===== src/rtl/csr_pkg.sv =====
// rtl/csr_pkg.sv - shared CSR bus enums and register map
package csr_pkg;

  typedef enum logic [1:0] {
    OP_WRITE = 2'b00,
    OP_READ  = 2'b01,
    OP_POLL  = 2'b10,
    OP_RSVD  = 2'b11
  } op_e;

  typedef enum logic [1:0] {
    ST_OK      = 2'b00,
    ST_TIMEOUT = 2'b01,
    ST_ILLEGAL = 2'b10
  } status_e;

  typedef enum logic [2:0] {
    S_IDLE,
    S_WRITE,
    S_READ,
    S_POLL_RD,
    S_POLL_WAIT,
    S_RESP
  } state_e;

  localparam logic [7:0]  CSR_CTRL     = 8'h00;
  localparam logic [7:0]  CSR_STATUS   = 8'h04;
  localparam logic [7:0]  CSR_CFG      = 8'h08;
  localparam logic [7:0]  CSR_ERROR    = 8'h0C;
  localparam logic [7:0]  CSR_ID       = 8'h10;
  localparam logic [31:0] CSR_ID_RESET = 32'h1234_ABCD;

endpackage


===== src/rtl/csr_initiator.sv =====
// rtl/csr_initiator.sv - CSR bus master executing write/read/poll commands
module csr_initiator import csr_pkg::*; #(
  parameter int POLL_GAP = 4,
  parameter int TMO_W    = 16
) (
  input  logic             clk,
  input  logic             rst,
  input  logic             cmd_valid,
  output logic             cmd_ready,
  input  logic [1:0]       cmd_op,
  input  logic [7:0]       cmd_addr,
  input  logic [31:0]      cmd_wdata,
  input  logic [31:0]      cmd_mask,
  input  logic [TMO_W-1:0] cmd_limit,
  output logic             rsp_valid,
  input  logic             rsp_ready,
  output logic [31:0]      rsp_rdata,
  output logic [1:0]       rsp_status,
  output logic [TMO_W-1:0] rsp_attempts,
  output logic             csr_wr_en,
  output logic             csr_rd_en,
  output logic [7:0]       csr_addr,
  output logic [31:0]      csr_wr_data,
  input  logic [31:0]      csr_rd_data
);

  localparam int GAP_W = $clog2(POLL_GAP + 1);

  state_e             state_q, state_d;
  logic [31:0]        exp_q, exp_d, mask_q, mask_d;
  logic [TMO_W-1:0]   limit_q, limit_d, att_q, att_d, att_inc;
  logic [GAP_W-1:0]   gap_q, gap_d;
  logic               wr_en_d, rd_en_d, valid_d, match;
  logic [7:0]         addr_d;
  logic [31:0]        wdata_d, rdata_d;
  logic [1:0]         status_d;
  logic [TMO_W-1:0]   attempts_d;

  assign cmd_ready = (state_q == S_IDLE) && !rst;

  always_ff @(posedge clk) begin
    if (rst) begin
      state_q      <= S_IDLE;
      exp_q        <= '0;
      mask_q       <= '0;
      limit_q      <= '0;
      att_q        <= '0;
      gap_q        <= '0;
      csr_wr_en    <= 1'b0;
      csr_rd_en    <= 1'b0;
      csr_addr     <= '0;
      csr_wr_data  <= '0;
      rsp_valid    <= 1'b0;
      rsp_rdata    <= '0;
      rsp_status   <= ST_OK;
      rsp_attempts <= '0;
    end else begin
      state_q      <= state_d;
      exp_q        <= exp_d;
      mask_q       <= mask_d;
      limit_q      <= limit_d;
      att_q        <= att_d;
      gap_q        <= gap_d;
      csr_wr_en    <= wr_en_d;
      csr_rd_en    <= rd_en_d;
      csr_addr     <= addr_d;
      csr_wr_data  <= wdata_d;
      rsp_valid    <= valid_d;
      rsp_rdata    <= rdata_d;
      rsp_status   <= status_d;
      rsp_attempts <= attempts_d;
    end
  end

  always_comb begin
    state_d    = state_q;
    exp_d      = exp_q;
    mask_d     = mask_q;
    limit_d    = limit_q;
    att_d      = att_q;
    gap_d      = gap_q;
    wr_en_d    = 1'b0;
    rd_en_d    = 1'b0;
    addr_d     = csr_addr;
    wdata_d    = csr_wr_data;
    valid_d    = rsp_valid;
    rdata_d    = rsp_rdata;
    status_d   = rsp_status;
    attempts_d = rsp_attempts;
    // Saturate rather than wrap so an unlimited poll never reports a small count.
    att_inc    = (&att_q) ? att_q : att_q + TMO_W'(1);
    match      = (csr_rd_data & mask_q) == (exp_q & mask_q);

    case (state_q)
      S_IDLE: begin
        if (cmd_valid) begin
          exp_d   = cmd_wdata;
          mask_d  = cmd_mask;
          limit_d = cmd_limit;
          att_d   = '0;
          case (cmd_op)
            OP_WRITE: begin
              state_d = S_WRITE;
              wr_en_d = 1'b1;
              addr_d  = cmd_addr;
              wdata_d = cmd_wdata;
            end
            OP_READ: begin
              state_d = S_READ;
              rd_en_d = 1'b1;
              addr_d  = cmd_addr;
            end
            OP_POLL: begin
              state_d = S_POLL_RD;
              rd_en_d = 1'b1;
              addr_d  = cmd_addr;
            end
            default: begin
              state_d    = S_RESP;
              valid_d    = 1'b1;
              rdata_d    = '0;
              status_d   = ST_ILLEGAL;
              attempts_d = '0;
            end
          endcase
        end
      end
      S_WRITE: begin
        state_d    = S_RESP;
        valid_d    = 1'b1;
        rdata_d    = '0;
        status_d   = ST_OK;
        attempts_d = '0;
      end
      S_READ: begin
        state_d    = S_RESP;
        valid_d    = 1'b1;
        rdata_d    = csr_rd_data;
        status_d   = ST_OK;
        attempts_d = TMO_W'(1);
      end
      S_POLL_RD: begin
        att_d      = att_inc;
        rdata_d    = csr_rd_data;
        attempts_d = att_inc;
        if (match) begin
          state_d  = S_RESP;
          valid_d  = 1'b1;
          status_d = ST_OK;
        end else if (limit_q != '0 && att_inc == limit_q) begin
          state_d  = S_RESP;
          valid_d  = 1'b1;
          status_d = ST_TIMEOUT;
        end else begin
          state_d = S_POLL_WAIT;
          gap_d   = '0;
        end
      end
      S_POLL_WAIT: begin
        if (gap_q == GAP_W'(POLL_GAP - 1)) begin
          state_d = S_POLL_RD;
          rd_en_d = 1'b1;
        end else begin
          gap_d = gap_q + GAP_W'(1);
        end
      end
      S_RESP: begin
        if (rsp_ready) begin
          state_d = S_IDLE;
          valid_d = 1'b0;
        end
      end
      default: state_d = S_IDLE;
    endcase
  end

endmodule


===== config.mk =====
export PLATFORM = sky130hd
export DESIGN_NAME = csr_initiator
export DESIGN_NICKNAME = d
export VERILOG_FILES = /design/src/rtl/csr_pkg.sv /design/src/rtl/csr_initiator.sv
export SDC_FILE = /design/constraint.sdc
export NUM_CORES = 1
export LEC_CHECK = 0
export BUFFER_PORTS_ARGS = -buffer_cell sky130_fd_sc_hd__buf_2
export CORE_MARGIN = 1
export CORE_UTILIZATION = 45
export DETAILED_ROUTE_END_ITERATION = 8
export HOLD_SLACK_MARGIN = 0.12
export PLACE_DENSITY = 0.71
export SYNTH_ARGS = -nofsm -noshare
export SYNTH_HDL_FRONTEND = slang
export SYNTH_SLANG_ARGS = --single-unit

===== constraint.sdc =====
create_clock -name clk -period 4.46 [get_ports clk]
set_input_delay 0.223 -clock clk [delete_from_list [all_inputs] [get_ports clk]]
set_output_delay 0.223 -clock clk [all_outputs]
set_load 0.01 [all_outputs]

# Word-level counts from Yosys, hierarchy flattened

Cells that the tools add are included.

Bits in writable memories: 0
Latch bits: 0
Output and inout port bits: 94
Register bits: 195
Logic and storage cells: 102
Memory bits (read-only): 0
Memories kept: 0

Eq/ne operators: 18
$mul: 0
Magnitude comparators: 0
Reduce and logical (&&, ||, !) cells: 28
Bitwise operators: 4
Divide/modulo/power cells: 0
Add/sub/neg operators: 2
Mux-type cells: 36
Shift operators: 0

Operators with widths:

| kind                    | number |
|---|---|
| $pmux W32 S3            | 1 |
| $and A32 B32 Y32        | 2 |
| $mux W16                | 4 |
| $mux W32                | 2 |
| $pmux W16 S4            | 1 |
| $eq A32 B32 Y1          | 1 |
| $pmux W16 S2            | 1 |
| $mux W3                 | 6 |
| $add A16 B1 Y16 const B | 1 |
| $eq A16 B16 Y1          | 1 |
| $reduce_and A16 Y1      | 1 |
| $reduce_bool A16 Y1     | 1 |
| $pmux W3 S5             | 1 |
| $reduce_and A3 Y1       | 5 |
| $ne A2 B2 Y1 const B    | 7 |
| $mux W1                 | 11 |
| $eq A3 B2 Y1 const B    | 3 |
| $pmux W3 S3             | 1 |
| $mux W2                 | 4 |
| $reduce_and A4 Y1       | 2 |
| $reduce_bool A4 Y1      | 2 |
| $eq A3 B3 Y1 const B    | 2 |
| $pmux W2 S3             | 1 |
| $pmux W3 S2             | 1 |
| other kinds (18)        | 26 |

# Depth between registers and ports, before layout

Gate-level depths: netlist of run 1.

Depth in word-level cells: 7
Gate-level depth with buffers: 11
Mapped depth without buffers: 10

# Worst setup path after synthesis of run 1

OpenSTA, ideal clock, no wires.

Kind: reg2reg
Start point: register att_q[1]
End point: register gap_q[2]
Cell stages (with the launch flop): 11
Period minus slack after synthesis: 3.094 ns
Setup time: 0.121 ns
Arrival: 2.973 ns
Path slack: 1.366 ns
Path buffers: 0
Path through: dfxtp_1 ha_1 nand4_2 nor2_2 nand2_2 mux2_1 or4_1 or4_4 o21ai_4 o21ai_2 mux2_4

Longest elaborated chain between the ends: 6
Elaborated cells between the ends (all ways): 7

RTL lines:

| what                                                         | line                 | text |
|---|---|---|
| from (decl)                                                  | csr_initiator.sv:31  | `logic [TMO_W-1:0] limit_q, limit_d, att_q, att_d, att_inc;` |
| from (signal assigned)                                       | csr_initiator.sv:62  | `att_q <= att_d;` |
| $add A16 B1 Y16 / $reduce_and A16 Y1 (equally long branches) | csr_initiator.sv:91  | `att_inc = (&att_q) ? att_q : att_q + TMO_W'(1);` |
| $mux W16 *                                                   | csr_initiator.sv:91  |  |
| $eq A16 B16 Y1 *                                             | csr_initiator.sv:150 | `end else if (limit_q != '0 && att_inc == limit_q) begin` |
| $logic_and A1 B1 Y1 *                                        | csr_initiator.sv:150 |  |
| $ne A2 B2 Y1 (no line) *                                     | --                   |  |
| $reduce_and A4 Y1 (no line) *                                | --                   |  |
| to (signal assigned)                                         | csr_initiator.sv:63  | `gap_q <= gap_d;` |
| to (decl)                                                    | csr_initiator.sv:32  | `logic [GAP_W-1:0] gap_q, gap_d;` |

Mark *: on every way between the ends. The rest lies on a longest branch, timed or not.
A chain may end at the register's enable or synchronous reset.

# Worst setup path after layout of run 1

Start point: register att_q[0]
End point: register gap_q[2]

Same word-level chain as after synthesis.

==> Flow_metrics.wiki, run 1 <==
{| class="wikitable"
! Metric !! Value
|-
| Run status || finished with violations
|-
| Failing checks || design-rule violations
|-
| Detailed Routing Iterations Pass 1 || 8
|-
| Nature of the critical path endpoint || flop
|-
| Filler instances || about 1500
|-
| Fraction of power spent switching nets || 0.295
|-
| Final hold violation count || 0
|-
| Transition time of the tightest slew-check pin || approximately 1.3 ns
|-
| Power density of the placed cells || 371 mW/mm²
|-
| Proportion of synthesized chip area in sequential cells || 0.463
|-
| Initial drt markers || approximately 640
|-
| Startpoint of the worst setup timing path || att_q[0]
|-
| Startpoint type of the worst setup path || flop
|-
| Data required time at the worst endpoint || between 4 and 5 ns
|-
| H-tree depth || 4
|-
| Primary FF master, synth || sky130_fd_sc_hd__dfxtp_1
|-
| Arrival time of the worst setup path || approximately 4.2 ns
|-
| Top-level port count || 220
|-
| Worst setup path category || flop to flop
|-
| Hold path startpoint || csr_rd_data[25]
|-
| Worst path top cell family by delay || simple AND/OR/NAND/NOR gates
|-
| Fmax achieved || about 260 MHz
|-
| Number of distinct standard cells referenced by the synthesized netlist || 60
|-
| Type of the worst min-delay path || input port to flop
|-
| Maximum fanout along the worst path || 14
|-
| Final global-route overflow total || 0
|-
| Synth Register Bits || about 200
|-
| Share of power burned in combinational logic || 0.162
|-
| Most common cell after layout, fill and taps aside || sky130_fd_sc_hd__nand2_1
|-
| Antenna Violating Nets Remaining || 0
|-
| Skew final || 0.0137 ns
|-
| Wire length of the first global-routing pass || approximately 44000 µm
|-
| Via density per instance || 5.48
|-
| Number of pins exceeding their max-slew limit in the final report || 0
|-
| Height of the die || roughly 140 µm
|-
| Max-slew headroom at the worst pin || 0.130
|-
| Biggest cell delay along the critical path || roughly 0.56 ns
|-
| Post-layout util || 0.627
|-
| Beginning of the worst register-to-register path || att_q[0]
|-
| Fraction of synthesis flops using an asynchronous set or reset pin || 0
|-
| Clk root buf || sky130_fd_sc_hd__clkbuf_16
|-
| Count of max-cap constraint violations || 0
|-
| Mapped Nets || between 1000 and 1500
|-
| Proportion of power drawn by flip-flops and latches || 0.455
|-
| Mapped Cells || 1059
|-
| Starting density of the core || 0.465
|-
| GR Util All Layers || 0.288
|-
| Worst-path cell with the longest stage delay || sky130_fd_sc_hd__or4_4
|-
| Clock latency on the worst-skew pair || about 0.44 ns
|-
| I/O Buffers || ~220
|-
| Area added between synthesis and finish || 34.9%
|-
| Average wire per cell in the routed design || ~17 µm
|-
| Standby leakage power || around 4.7 nW
|-
| Number of antenna violations at the first check in global routing || 0
|-
| Dpl hpwl || around 18000 µm
|-
| Number of nets in the final layout || ~1500
|-
| Sw power || 0.00124 W
|-
| Series of cell instances along the critical path || ha_1 -> nand4_2 -> nor2_2 -> nand2_2 -> mux2_1 -> or4_1 -> or4_4 -> o21ai_4 -> o21ai_2 -> mux2_4
|-
| Via count of the first global-routing pass || approximately 8300
|-
| Clock buffers created by TritonCTS || 17
|-
| Worst VDD drop || around 0.25 mV
|-
| CORE AREA || between 0.015 and 0.02 mm²
|-
| Internal power || 0.00298 W
|-
| Die area || just under 0.02 mm²
|-
| Share of final-layout standard cells stronger than drive strength 1 || 0.203
|-
| Tcrit/Tclk final || 0.872
|-
| Number of core rows || ~50
|-
| TNS Setup || 0 ns
|-
| Die Wd || 139 µm
|-
| Remaining design rule violation count || 8
|-
| Mean Syn Cell Area || around 8.0 µm²
|-
| Most frequent cells in the layout || sky130_fd_sc_hd__nand2_1, sky130_fd_sc_hd__buf_2, sky130_fd_sc_hd__dfxtp_1
|-
| Pin count of the biggest net entering global routing || 90
|-
| Routability congestion estimate || 0.925
|-
| Diode insertion count for antenna repair || 0
|-
| TritonCTS clock tree || yes
|-
| CTS clock-pin slew for the worst setup and hold paths || about 0.08 ns
|-
| Final critical delay including setup and external delays || 3.89 ns
|-
| Number of flops mapped to enable cells by yosys || 0
|-
| Netlist area before placement || 0.00844 mm²
|-
| Final count of negative-setup-slack endpoints || 0
|-
| Clock Sinks || a little under 200
|-
| Cells resized by post-CTS repair || 0
|-
| Unrepaired setup endpoints after global routing || no
|-
| Final wirelength || roughly 28000 µm
|-
| Synthesis Warnings || 0
|-
| Total via count in the routed design || about 8700
|-
| Part of the total power dissipated in the clock network || 0.383
|-
| Sum of buffers and inverters on the critical path || 0
|-
| Longest Clk Path Bufs || 2
|}
==> worst register-to-register path: stages, from the launching register on <==
cell                      delay (ns)
sky130_fd_sc_hd__dfxtp_1        0.52
sky130_fd_sc_hd__ha_1           0.55
sky130_fd_sc_hd__nand4_2        0.24
sky130_fd_sc_hd__nor2_2         0.27
sky130_fd_sc_hd__nand2_2        0.12
sky130_fd_sc_hd__mux2_1         0.34
sky130_fd_sc_hd__or4_1          0.53
sky130_fd_sc_hd__or4_4          0.56
sky130_fd_sc_hd__o21ai_4        0.24
sky130_fd_sc_hd__o21ai_2        0.11
sky130_fd_sc_hd__mux2_4         0.30
==> per-layer routing <==
metal / vias up / global-route usage / part of all wire / wire (µm)
li1: 4203 / - / - / -
met5: - / 0 / 0 / 0
met2: 351 / 0.467 / 0.47 / 12900
met1: 4068 / 0.390 / 0.45 / 12400
met3: 62 / 0.0504 / 0.061 / 1700
met4: 0 / 0.0883 / 0.025 / 685
==> path summary, 6_finish.rpt <==
kind                endpoint  slack [ns]  cells past startpoint
max reg2reg         gap_q[2]        0.57                     10
min            rsp_rdata[25]        0.14                      3
max                 gap_q[2]        0.57                     10
min reg2reg  rsp_attempts[7]        0.45                      2
==> sequential cells by signal, summed over array words and instances, names as in the netlist, 3 cells and up <==
name,count
mask_q,32
state_q,3
exp_q,32
csr_wr_data,32
rsp_rdata,32
csr_addr,8
att_q,16
rsp_attempts,16
gap_q,3
limit_q,16
==> logic make-up (layout without fill, tap and decap cells) <==
group | after synthesis | after routing | synth area share
AOI/OAI and AO/OA | 267 | 267 | 0.189
xor gates and xnor gates | 47 | 47 | 0.0488
muxes | 7 | 7 | 0.00904
DFF | 195 | 195 | 0.463
adders and majority gates | 6 | 6 | 0.00890
and+or+nand+nor | 449 | 449 | 0.239
buffers and inverters | 88 | 384 | 0.0423
==> synthesized netlist by cell type, types with 3 or more instances <==
master | count | area [µm²]
sky130_fd_sc_hd__nand2b_1 | 5 | 31.3
sky130_fd_sc_hd__nand3b_1 | 6 | 45.0
sky130_fd_sc_hd__a22oi_1 | 57 | 428
sky130_fd_sc_hd__nand2_1 | 273 | 1020
sky130_fd_sc_hd__dfxtp_1 | 195 | 3900
sky130_fd_sc_hd__xnor2_1 | 11 | 96.3
sky130_fd_sc_hd__o21ai_0 | 20 | 100
sky130_fd_sc_hd__xor2_1 | 36 | 315
sky130_fd_sc_hd__nand4b_1 | 3 | 26.3
sky130_fd_sc_hd__nor3_1 | 12 | 60.1
sky130_fd_sc_hd__and4_1 | 7 | 61.3
sky130_fd_sc_hd__inv_1 | 6 | 22.5
sky130_fd_sc_hd__a31oi_1 | 4 | 25.0
sky130_fd_sc_hd__nor2_1 | 65 | 244
sky130_fd_sc_hd__a21oi_1 | 154 | 771
sky130_fd_sc_hd__clkbuf_1 | 67 | 251
sky130_fd_sc_hd__o211ai_1 | 5 | 37.5
sky130_fd_sc_hd__o2111ai_1 | 4 | 35.0
sky130_fd_sc_hd__and3_1 | 8 | 50.1
sky130_fd_sc_hd__or2_2 | 3 | 18.8
sky130_fd_sc_hd__a21o_1 | 4 | 30.0
sky130_fd_sc_hd__or3_1 | 6 | 37.5
sky130_fd_sc_hd__nor3b_1 | 4 | 30.0
sky130_fd_sc_hd__nor2b_1 | 7 | 43.8
sky130_fd_sc_hd__buf_1 | 3 | 11.3
sky130_fd_sc_hd__ha_1 | 6 | 75.1
sky130_fd_sc_hd__mux2i_1 | 5 | 50.1
sky130_fd_sc_hd__buf_2 | 9 | 45.0
sky130_fd_sc_hd__nor4_1 | 9 | 56.3
sky130_fd_sc_hd__nand4_1 | 18 | 113
sky130_fd_sc_hd__nand3_1 | 12 | 60.1
==> cell type report <==
cell class / count / area, µm² / area share
Inverter: 6 / 22.5 / 0.00198
Timing Repair Buffer: 346 / 2360 / 0.207
Clock inverter: 14 / 189 / 0.0166
Multi-Input combinational cell: 776 / 4200 / 0.369
Tap cell: 229 / 287 / 0.0252
Sequential cell: 195 / 3900 / 0.343
Clock buffer: 18 / 429 / 0.0377
==> what timing repair did <==
item                                   CTS  global route
hold buffers                           120             0
endpoints found under the hold margin  148             0
buffers inserted                         0             0
==> power by group through the flow <==
stage	Clock (W)	Combinational (W)	Sequential, W
floorplan	0	0.000369	0.00194
global placement	0	0.000581	0.00196
detailed placement	0	0.000586	0.00196
CTS	0.00164	0.000672	0.00192
global route	0.00170	0.000746	0.00193
finish	0.00162	0.000684	0.00192
==> through the flow <==
step	hold WS (ns)	instances	total power [W]	worst slack [ns]	cell area, µm²
2_1_floorplan	0.359	1059	0.00231	1.37	8440
3_3_place_gp	0.439	1432	0.00254	0.728	9560
3_5_place_dp	0.444	1432	0.00255	0.678	9560
4_1_cts	0.132	1584	0.00423	0.638	11400
5_1_grt	0.142	1584	0.00438	0.307	11400
6_report	0.138	1584	0.00422	0.572	11400
No activity file was read; power rests on OpenSTA's default activity.
==> inputs of run 2 (changes only) <==
--- a/config.mk
+++ b/config.mk
@@ -6,7 +6,7 @@
 export NUM_CORES = 1
 export LEC_CHECK = 0
 export BUFFER_PORTS_ARGS = -buffer_cell sky130_fd_sc_hd__buf_2
-export CORE_MARGIN = 1
+export CORE_MARGIN = 2
 export CORE_UTILIZATION = 45
 export DETAILED_ROUTE_END_ITERATION = 8
 export HOLD_SLACK_MARGIN = 0.12
==> run 2 against run 1 <==
Effect of this change:
- the flow now finishes without violations
- clock power barely moved
- core utilization fell by 1.0 points
- wire length fell by 0.35%
- final cell count rose by 0.69%
- flip-flop and latch count did not move
- total power rose by 0.13%
- sequential power barely moved
- non-clock buffer count rose by 5
- global-route usage fell by 1.2 points
- clock skew rose by 0.0043 ns
- worst hold slack improved by 0.17 ns
- via count barely moved
- largest cell class unchanged
==> Flow_metrics.wiki, run 2 (synthesized netlist as in run 1, its figures left out) <==
{| class="wikitable"
! Metric !! Value
|-
| Data required time at the worst endpoint || 4.78 ns
|-
| Most common cell after layout, fill and taps aside || sky130_fd_sc_hd__nand2_1
|-
| Arrival time of the worst setup path || 4.16 ns
|-
| Filler instances || 1571
|-
| Number of buffers inserted for hold repair after clock tree synthesis || ~120
|-
| Reg2Reg Capture Point || gap_q[2]
|-
| Detailed Routing Iterations Pass 1 || 6
|-
| Worst path top cell family by delay || simple AND/OR/NAND/NOR gates
|-
| Hold path startpoint || cmd_op[1]
|-
| Cells resized by post-CTS repair || 0
|-
| Met2 wire length || 13200 µm
|-
| Number of antenna violations at the first check in global routing || 0
|-
| Most frequent cells in the layout || sky130_fd_sc_hd__nand2_1, sky130_fd_sc_hd__buf_2, sky130_fd_sc_hd__dfxtp_1
|-
| End of the worst hold path || csr_rd_en
|-
| CORE AREA || about 0.019 mm²
|-
| Longest Clk Path Bufs || 2
|-
| Clock buffers created by TritonCTS || 17
|-
| Power density of the placed cells || between 300 and 400 mW/mm²
|-
| Wire length of the first global-routing pass || 43600 µm
|-
| Die Wd || 141 µm
|-
| Height of the die || approximately 140 µm
|-
| TNS Setup || 0 ns
|-
| Number of core rows || 50
|-
| Average wire per cell in the routed design || about 17 µm
|-
| H-tree depth || 4
|-
| Final wirelength || 27600 µm
|-
| Standby leakage power || 4.72 nW
|-
| Post-placement worst setup slack || roughly 0.7 ns
|-
| Total non-filler cell area in the finished layout || ~0.011 mm²
|-
| Reg2Reg Setup Slack || around 0.63 ns
|-
| Unrepaired setup endpoints after global routing || no
|-
| Routability congestion estimate || between 0.9 and 1
|-
| Remaining design rule violation count || 0
|-
| Final count of negative-setup-slack endpoints || 0
|-
| Series of cell instances along the critical path || ha_1 -> nand4_2 -> nor2_2 -> nand2_2 -> mux2_1 -> or4_1 -> or4_4 -> o21ai_4 -> o21ai_2 -> mux2_4
|-
| Count of max-cap constraint violations || 0
|-
| Final hold violation count || 0
|-
| Met3 WL || roughly 1700 µm
|-
| Final critical delay including setup and external delays || roughly 3.8 ns
|-
| Nature of the critical path endpoint || flop
|-
| Via density per instance || about 5.4
|-
| Antenna Violating Nets Remaining || 0
|-
| Worst setup path category || flop to flop
|-
| TritonCTS clock tree || yes
|-
| Clk root buf || sky130_fd_sc_hd__clkbuf_16
|-
| I/O Buffers || 219
|-
| Via count of the first global-routing pass || 8305
|-
| DP Area || 0.00959 mm²
|-
| Clock Sinks || about 200
|-
| Initial drt markers || between 600 and 700
|-
| Final global-route overflow total || 0
|-
| GR Util All Layers || 0.276
|-
| Sum of buffers and inverters on the critical path || 0
|-
| Instance count along the most critical hold path || 5
|-
| Worst-path cell with the longest stage delay || sky130_fd_sc_hd__or4_4
|-
| Share of final-layout standard cells stronger than drive strength 1 || 0.205
|-
| Total via count in the routed design || a little under 9000
|-
| Startpoint type of the worst setup path || flop
|-
| CTS clock-pin slew for the worst setup and hold paths || ~0.080 ns
|-
| Number of nets in the final layout || between 1000 and 1500
|-
| Biggest cell delay along the critical path || 0.57 ns
|-
| Number of pins exceeding their max-slew limit in the final report || 0
|-
| Type of the worst min-delay path || input port to flop
|-
| Run status || completed
|-
| Tcrit/Tclk final || 0.859
|-
| Hold WS || approximately 0.31 ns
|-
| Transition time of the tightest slew-check pin || roughly 1 ns
|-
| Area added between synthesis and finish || 35.8%
|-
| Number of buffers added for setup after CTS || 0
|-
| Clock latency on the worst-skew pair || 0.45 ns
|-
| Skew final || 0.0180 ns
|-
| Pin count of the biggest net entering global routing || 131
|-
| Worst VDD drop || 0.288 mV
|-
| Max-slew headroom at the worst pin || 0.320
|-
| Highest routing layer actually used || met4
|-
| Dpl hpwl || 18000 µm
|-
| Worst Slack Setup Final || roughly 0.63 ns
|-
| Maximum fanout along the worst path || 14
|-
| Top-level port count || between 200 and 250
|-
| Beginning of the worst register-to-register path || att_q[0]
|-
| Starting density of the core || 0.454
|-
| Met1 wire length || approximately 12000 µm
|-
| Overall power || between 0.004 and 0.005 W
|-
| Length in cells of the worst reg-to-reg path || 10
|-
| Die area || 0.0199 mm²
|-
| Fmax achieved || ~260 MHz
|}
-- run 2: per-stage QoR --
step,utilization,instances
global route,0.617,1594
global placement,0.516,1440
floorplan,-,1059
finish,0.617,1595
detailed placement,0.516,1440
CTS,0.617,1594
-- run 2: area by class of cell --
class,instances,area (µm²),area share
well taps,234,293,0.0255
diodes,1,2.50,0.000218
clock buffers,17,425,0.0371
inverters,6,22.5,0.00197
multi-input cells,776,4200,0.366
flip-flops and latches,195,3900,0.341
repair buffers,351,2400,0.209
clock inverters,15,219,0.0191
-- run 2: how the worst max path moves through the flow --
stage,startpoint,slack [ns],to,cells after the start
final,att_q[0],0.63,gap_q[2],10
after CTS,att_q[0],0.66,gap_q[2],10
after floorplan,att_q[1],1.37,gap_q[2],10
after global placement,att_q[0],0.72,gap_q[2],10
after global routing,att_q[0],0.41,gap_q[2],10
after detailed placement,att_q[0],0.70,gap_q[2],10
-- run 2: worst reg2reg max path, delay by kind of cell, from the launching register on --
kind	cells	cell delay [ns]
adder cells (fa/ha/maj)	1	0.52
AO/OA/AOI/OAI	2	0.34
flip-flops	1	0.51
multiplexers	2	0.63
AND/OR/NAND/NOR	5	1.71
-- run 2: power by group --
| part | internal, W | switching [W] |
|---|---|---|
| sequential | 0.00184 | 0.0000852 |
| combinational | 0.000287 | 0.000396 |
| clock | 0.000787 | 0.000834 |
-- run 2: layer usage --
| layer | vias up | global-route usage |
|---|---|---|
| met5 | - | 0 |
| met4 | 0 | 0.106 |
| met3 | 65 | 0.0479 |
| met2 | 352 | 0.455 |
| met1 | 4048 | 0.362 |
| li1 | 4222 | - |
==> inputs of run 3 (changes only) <==
--- a/config.mk
+++ b/config.mk
@@ -9,8 +9,10 @@
 export CORE_MARGIN = 2
 export CORE_UTILIZATION = 45
 export DETAILED_ROUTE_END_ITERATION = 8
+export GPL_TIMING_DRIVEN = 0
 export HOLD_SLACK_MARGIN = 0.12
 export PLACE_DENSITY = 0.71
+export SKIP_LAST_GASP = 1
 export SYNTH_ARGS = -nofsm -noshare
 export SYNTH_HDL_FRONTEND = slang
 export SYNTH_SLANG_ARGS = --single-unit
==> run 3 against run 2 <==
Effect of this change:
- flip-flop and latch count is the same
- combinational power grew 7.5%
- sequential share of layout area shrank 0.61 points
- worst setup slack gained 0.22 ns
- first-iteration DRC count grew 5.6%
- global-route usage grew 3.1 points
- highest routed layer unchanged
==> Flow_metrics.wiki, run 3 (synthesized netlist as in run 1, its figures left out) <==
{| class="wikitable"
! Metric !! Value
|-
| Fmax achieved || ~280 MHz
|-
| Final Instance Count excl. Fillers || 1665
|-
| Final count of negative-setup-slack endpoints || 0
|-
| Clk root buf || sky130_fd_sc_hd__clkbuf_16
|-
| Arrival time of the worst setup path || 3.94 ns
|-
| Count of max-cap constraint violations || 0
|-
| Number of pins exceeding their max-slew limit in the final report || 0
|-
| CTS clock-pin slew for the worst setup and hold paths || approximately 0.080 ns
|-
| Number of nets in the final layout || 1550
|-
| Transition time of the tightest slew-check pin || 0.821 ns
|-
| Power density of the placed cells || about 370 mW/mm²
|-
| Data required time at the worst endpoint || between 4 and 5 ns
|-
| Max-slew headroom at the worst pin || 0.453
|-
| Reg2Reg Setup Slack || 0.85 ns
|-
| Most common cell after layout, fill and taps aside || sky130_fd_sc_hd__nand2_1
|-
| Number of core rows || 50
|-
| Biggest cell delay along the critical path || 0.58 ns
|-
| Via count of the first global-routing pass || just under 9000
|-
| Capturing instance or port of the critical path || gap_q[2]
|-
| TritonCTS clock tree || yes
|-
| Startpoint type of the worst setup path || flop
|-
| Average wire per cell in the routed design || around 19 µm
|-
| I/O Buffers || ~220
|-
| Most frequent cells in the layout || sky130_fd_sc_hd__nand2_1, sky130_fd_sc_hd__buf_2, sky130_fd_sc_hd__dfxtp_1
|-
| CORE AREA || roughly 0.019 mm²
|-
| Height of the die || approximately 140 µm
|-
| Wire length of the first global-routing pass || around 48000 µm
|-
| Clock Sinks || between 150 and 200
|-
| Die Wd || ~140 µm
|-
| Share of final-layout standard cells stronger than drive strength 1 || 0.194
|-
| Clock buffers created by TritonCTS || 17
|-
| Number of buffers added for setup after CTS || 0
|-
| Clock latency on the worst-skew pair || approximately 0.45 ns
|-
| TNS Setup || 0 ns
|-
| Instance count along the most critical hold path || 3
|-
| Post-placement cell count || between 1500 and 2000
|-
| Run status || completed
|-
| Longest Clk Path Bufs || 2
|-
| Area added between synthesis and finish || 38.3%
|-
| Standby leakage power || around 4.8 nW
|-
| Final global-route overflow total || 0
|-
| Reg2Reg Capture Point || gap_q[2]
|-
| Pin count of the biggest net entering global routing || 22
|-
| Sum of buffers and inverters on the critical path || 1
|-
| Type of the worst min-delay path || input port to flop
|-
| Diode insertion count for antenna repair || 0
|-
| H-tree depth || 4
|-
| Top-level port count || 220
|-
| Routability congestion estimate || approximately 0.94
|-
| Startpoint of the worst setup timing path || att_q[1]
|-
| Nature of the critical path endpoint || flop
|-
| Initial drt markers || approximately 700
|-
| Worst setup path category || flop to flop
|-
| Dpl hpwl || between 20000 and 25000 µm
|-
| Final critical delay including setup and external delays || between 3 and 4 ns
|-
| Die area || ~0.020 mm²
|-
| Worst VDD drop || around 0.29 mV
|-
| Starting density of the core || 0.454
|-
| Length in cells of the worst reg-to-reg path || 11
|-
| Cell count along the critical path || 11
|-
| Via density per instance || between 5 and 6
|-
| Detailed Routing Iterations Pass 1 || 5
|-
| Final wirelength || 30800 µm
|-
| Number of antenna violations at the first check in global routing || 0
|-
| Unrepaired setup endpoints after global routing || no
|-
| Final hold violation count || 0
|-
| Series of cell instances along the critical path || ha_1 -> and4_1 -> buf_2 -> nand4_4 -> mux2i_1 -> o21ai_1 -> or4_1 -> or4_4 -> o21ai_4 -> o21ai_2 -> mux2_4
|-
| Worst-path cell with the longest stage delay || sky130_fd_sc_hd__or4_4
|-
| Total via count in the routed design || around 9200
|-
| Worst path top cell family by delay || simple AND/OR/NAND/NOR gates
|-
| Antenna Violating Nets Remaining || 0
|-
| GR Util All Layers || 0.306
|-
| Tcrit/Tclk final || 0.810
|-
| Beginning of the worst register-to-register path || att_q[1]
|-
| Remaining design rule violation count || 0
|-
| Skew final || 0.0157 ns
|-
| Maximum fanout along the worst path || 9
|}
[run 3: cell count changes in the layout (fill, tap and decap cells not counted), moves of 2 or more]
cell	previous run	this run
sky130_fd_sc_hd__buf_1	0	3
sky130_fd_sc_hd__clkinv_8	7	5
sky130_fd_sc_hd__inv_6	2	5
sky130_fd_sc_hd__clkbuf_1	0	67
sky130_fd_sc_hd__buf_2	218	227
sky130_fd_sc_hd__buf_4	10	2
sky130_fd_sc_hd__inv_12	3	1
[run 3: power breakdown]
part / switching (W) / internal, W / total (W)
Sequential: 0.0000832 / 0.00184 / 0.00192
Clock: 0.000797 / 0.000818 / 0.00162
Combinational: 0.000441 / 0.000294 / 0.000734
Total: 0.00132 / 0.00295 / 0.00427
[run 3: how the worst min path moves through the flow]
stage,startpoint,to,slack [ns]
after CTS,rst,gap_q[2],0.18
after detailed placement,csr_wr_data[31],csr_wr_data[31],0.44
final,rst,gap_q[2],0.19
after global routing,rst,gap_q[2],0.24
after global placement,csr_wr_data[6],csr_wr_data[6],0.44
after floorplan,cmd_mask[0],mask_q[0],0.36
[run 3: worst register-to-register path, cell delays in order (launching register included)]
cell and delay, ns:
sky130_fd_sc_hd__dfxtp_1 0.46, sky130_fd_sc_hd__ha_1 0.32, sky130_fd_sc_hd__and4_1 0.22, sky130_fd_sc_hd__buf_2 0.18
sky130_fd_sc_hd__nand4_4 0.21, sky130_fd_sc_hd__mux2i_1 0.25, sky130_fd_sc_hd__o21ai_1 0.13, sky130_fd_sc_hd__or4_1 0.51
sky130_fd_sc_hd__or4_4 0.58, sky130_fd_sc_hd__o21ai_4 0.23, sky130_fd_sc_hd__o21ai_2 0.11, sky130_fd_sc_hd__mux2_4 0.30
[run 3: what timing repair did]
action	4_1_cts	5_1_grt
endpoints found under the hold margin	154	0
resized for setup	0	0
hold buffers	122	0
[run 3: per-stage QoR]
| step | setup slack [ns] | instance area, µm² | total power (W) | hold WS (ns) | util |
|---|---|---|---|---|---|
| detailed placement | 0.929 | 9820 | 0.00258 | 0.443 | 0.529 |
| CTS | 0.927 | 11700 | 0.00426 | 0.178 | 0.628 |
| floorplan | 1.37 | 8440 | 0.00231 | 0.359 | - |
| global route | 0.716 | 11700 | 0.00443 | 0.236 | 0.628 |
| global placement | 0.984 | 9820 | 0.00257 | 0.440 | 0.529 |
| finish | 0.850 | 11700 | 0.00427 | 0.187 | 0.628 |
[run 3: cell type report]
| cell class | instances | area [µm²] |
|---|---|---|
| flip-flops and latches | 195 | 3900 |
| plain buffers | 82 | 334 |
| well taps | 234 | 293 |
| clock buffers | 17 | 425 |
| clock inverters | 15 | 201 |
| multi-input cells | 776 | 4180 |
| repair buffers | 340 | 2310 |
| inverters | 6 | 22.5 |
| fillers | 1572 | 6910 |
[run 3: per-layer routing]
metal  vias up  share of wire  routed length, µm  global-route usage
li1       4381              -                  -                   -
met1      4378           0.42              12900               0.389
met2       392           0.47              14600               0.508
met3        82          0.075               2300              0.0690
met4         0          0.034               1050               0.123
met5         -              0                  0                   0
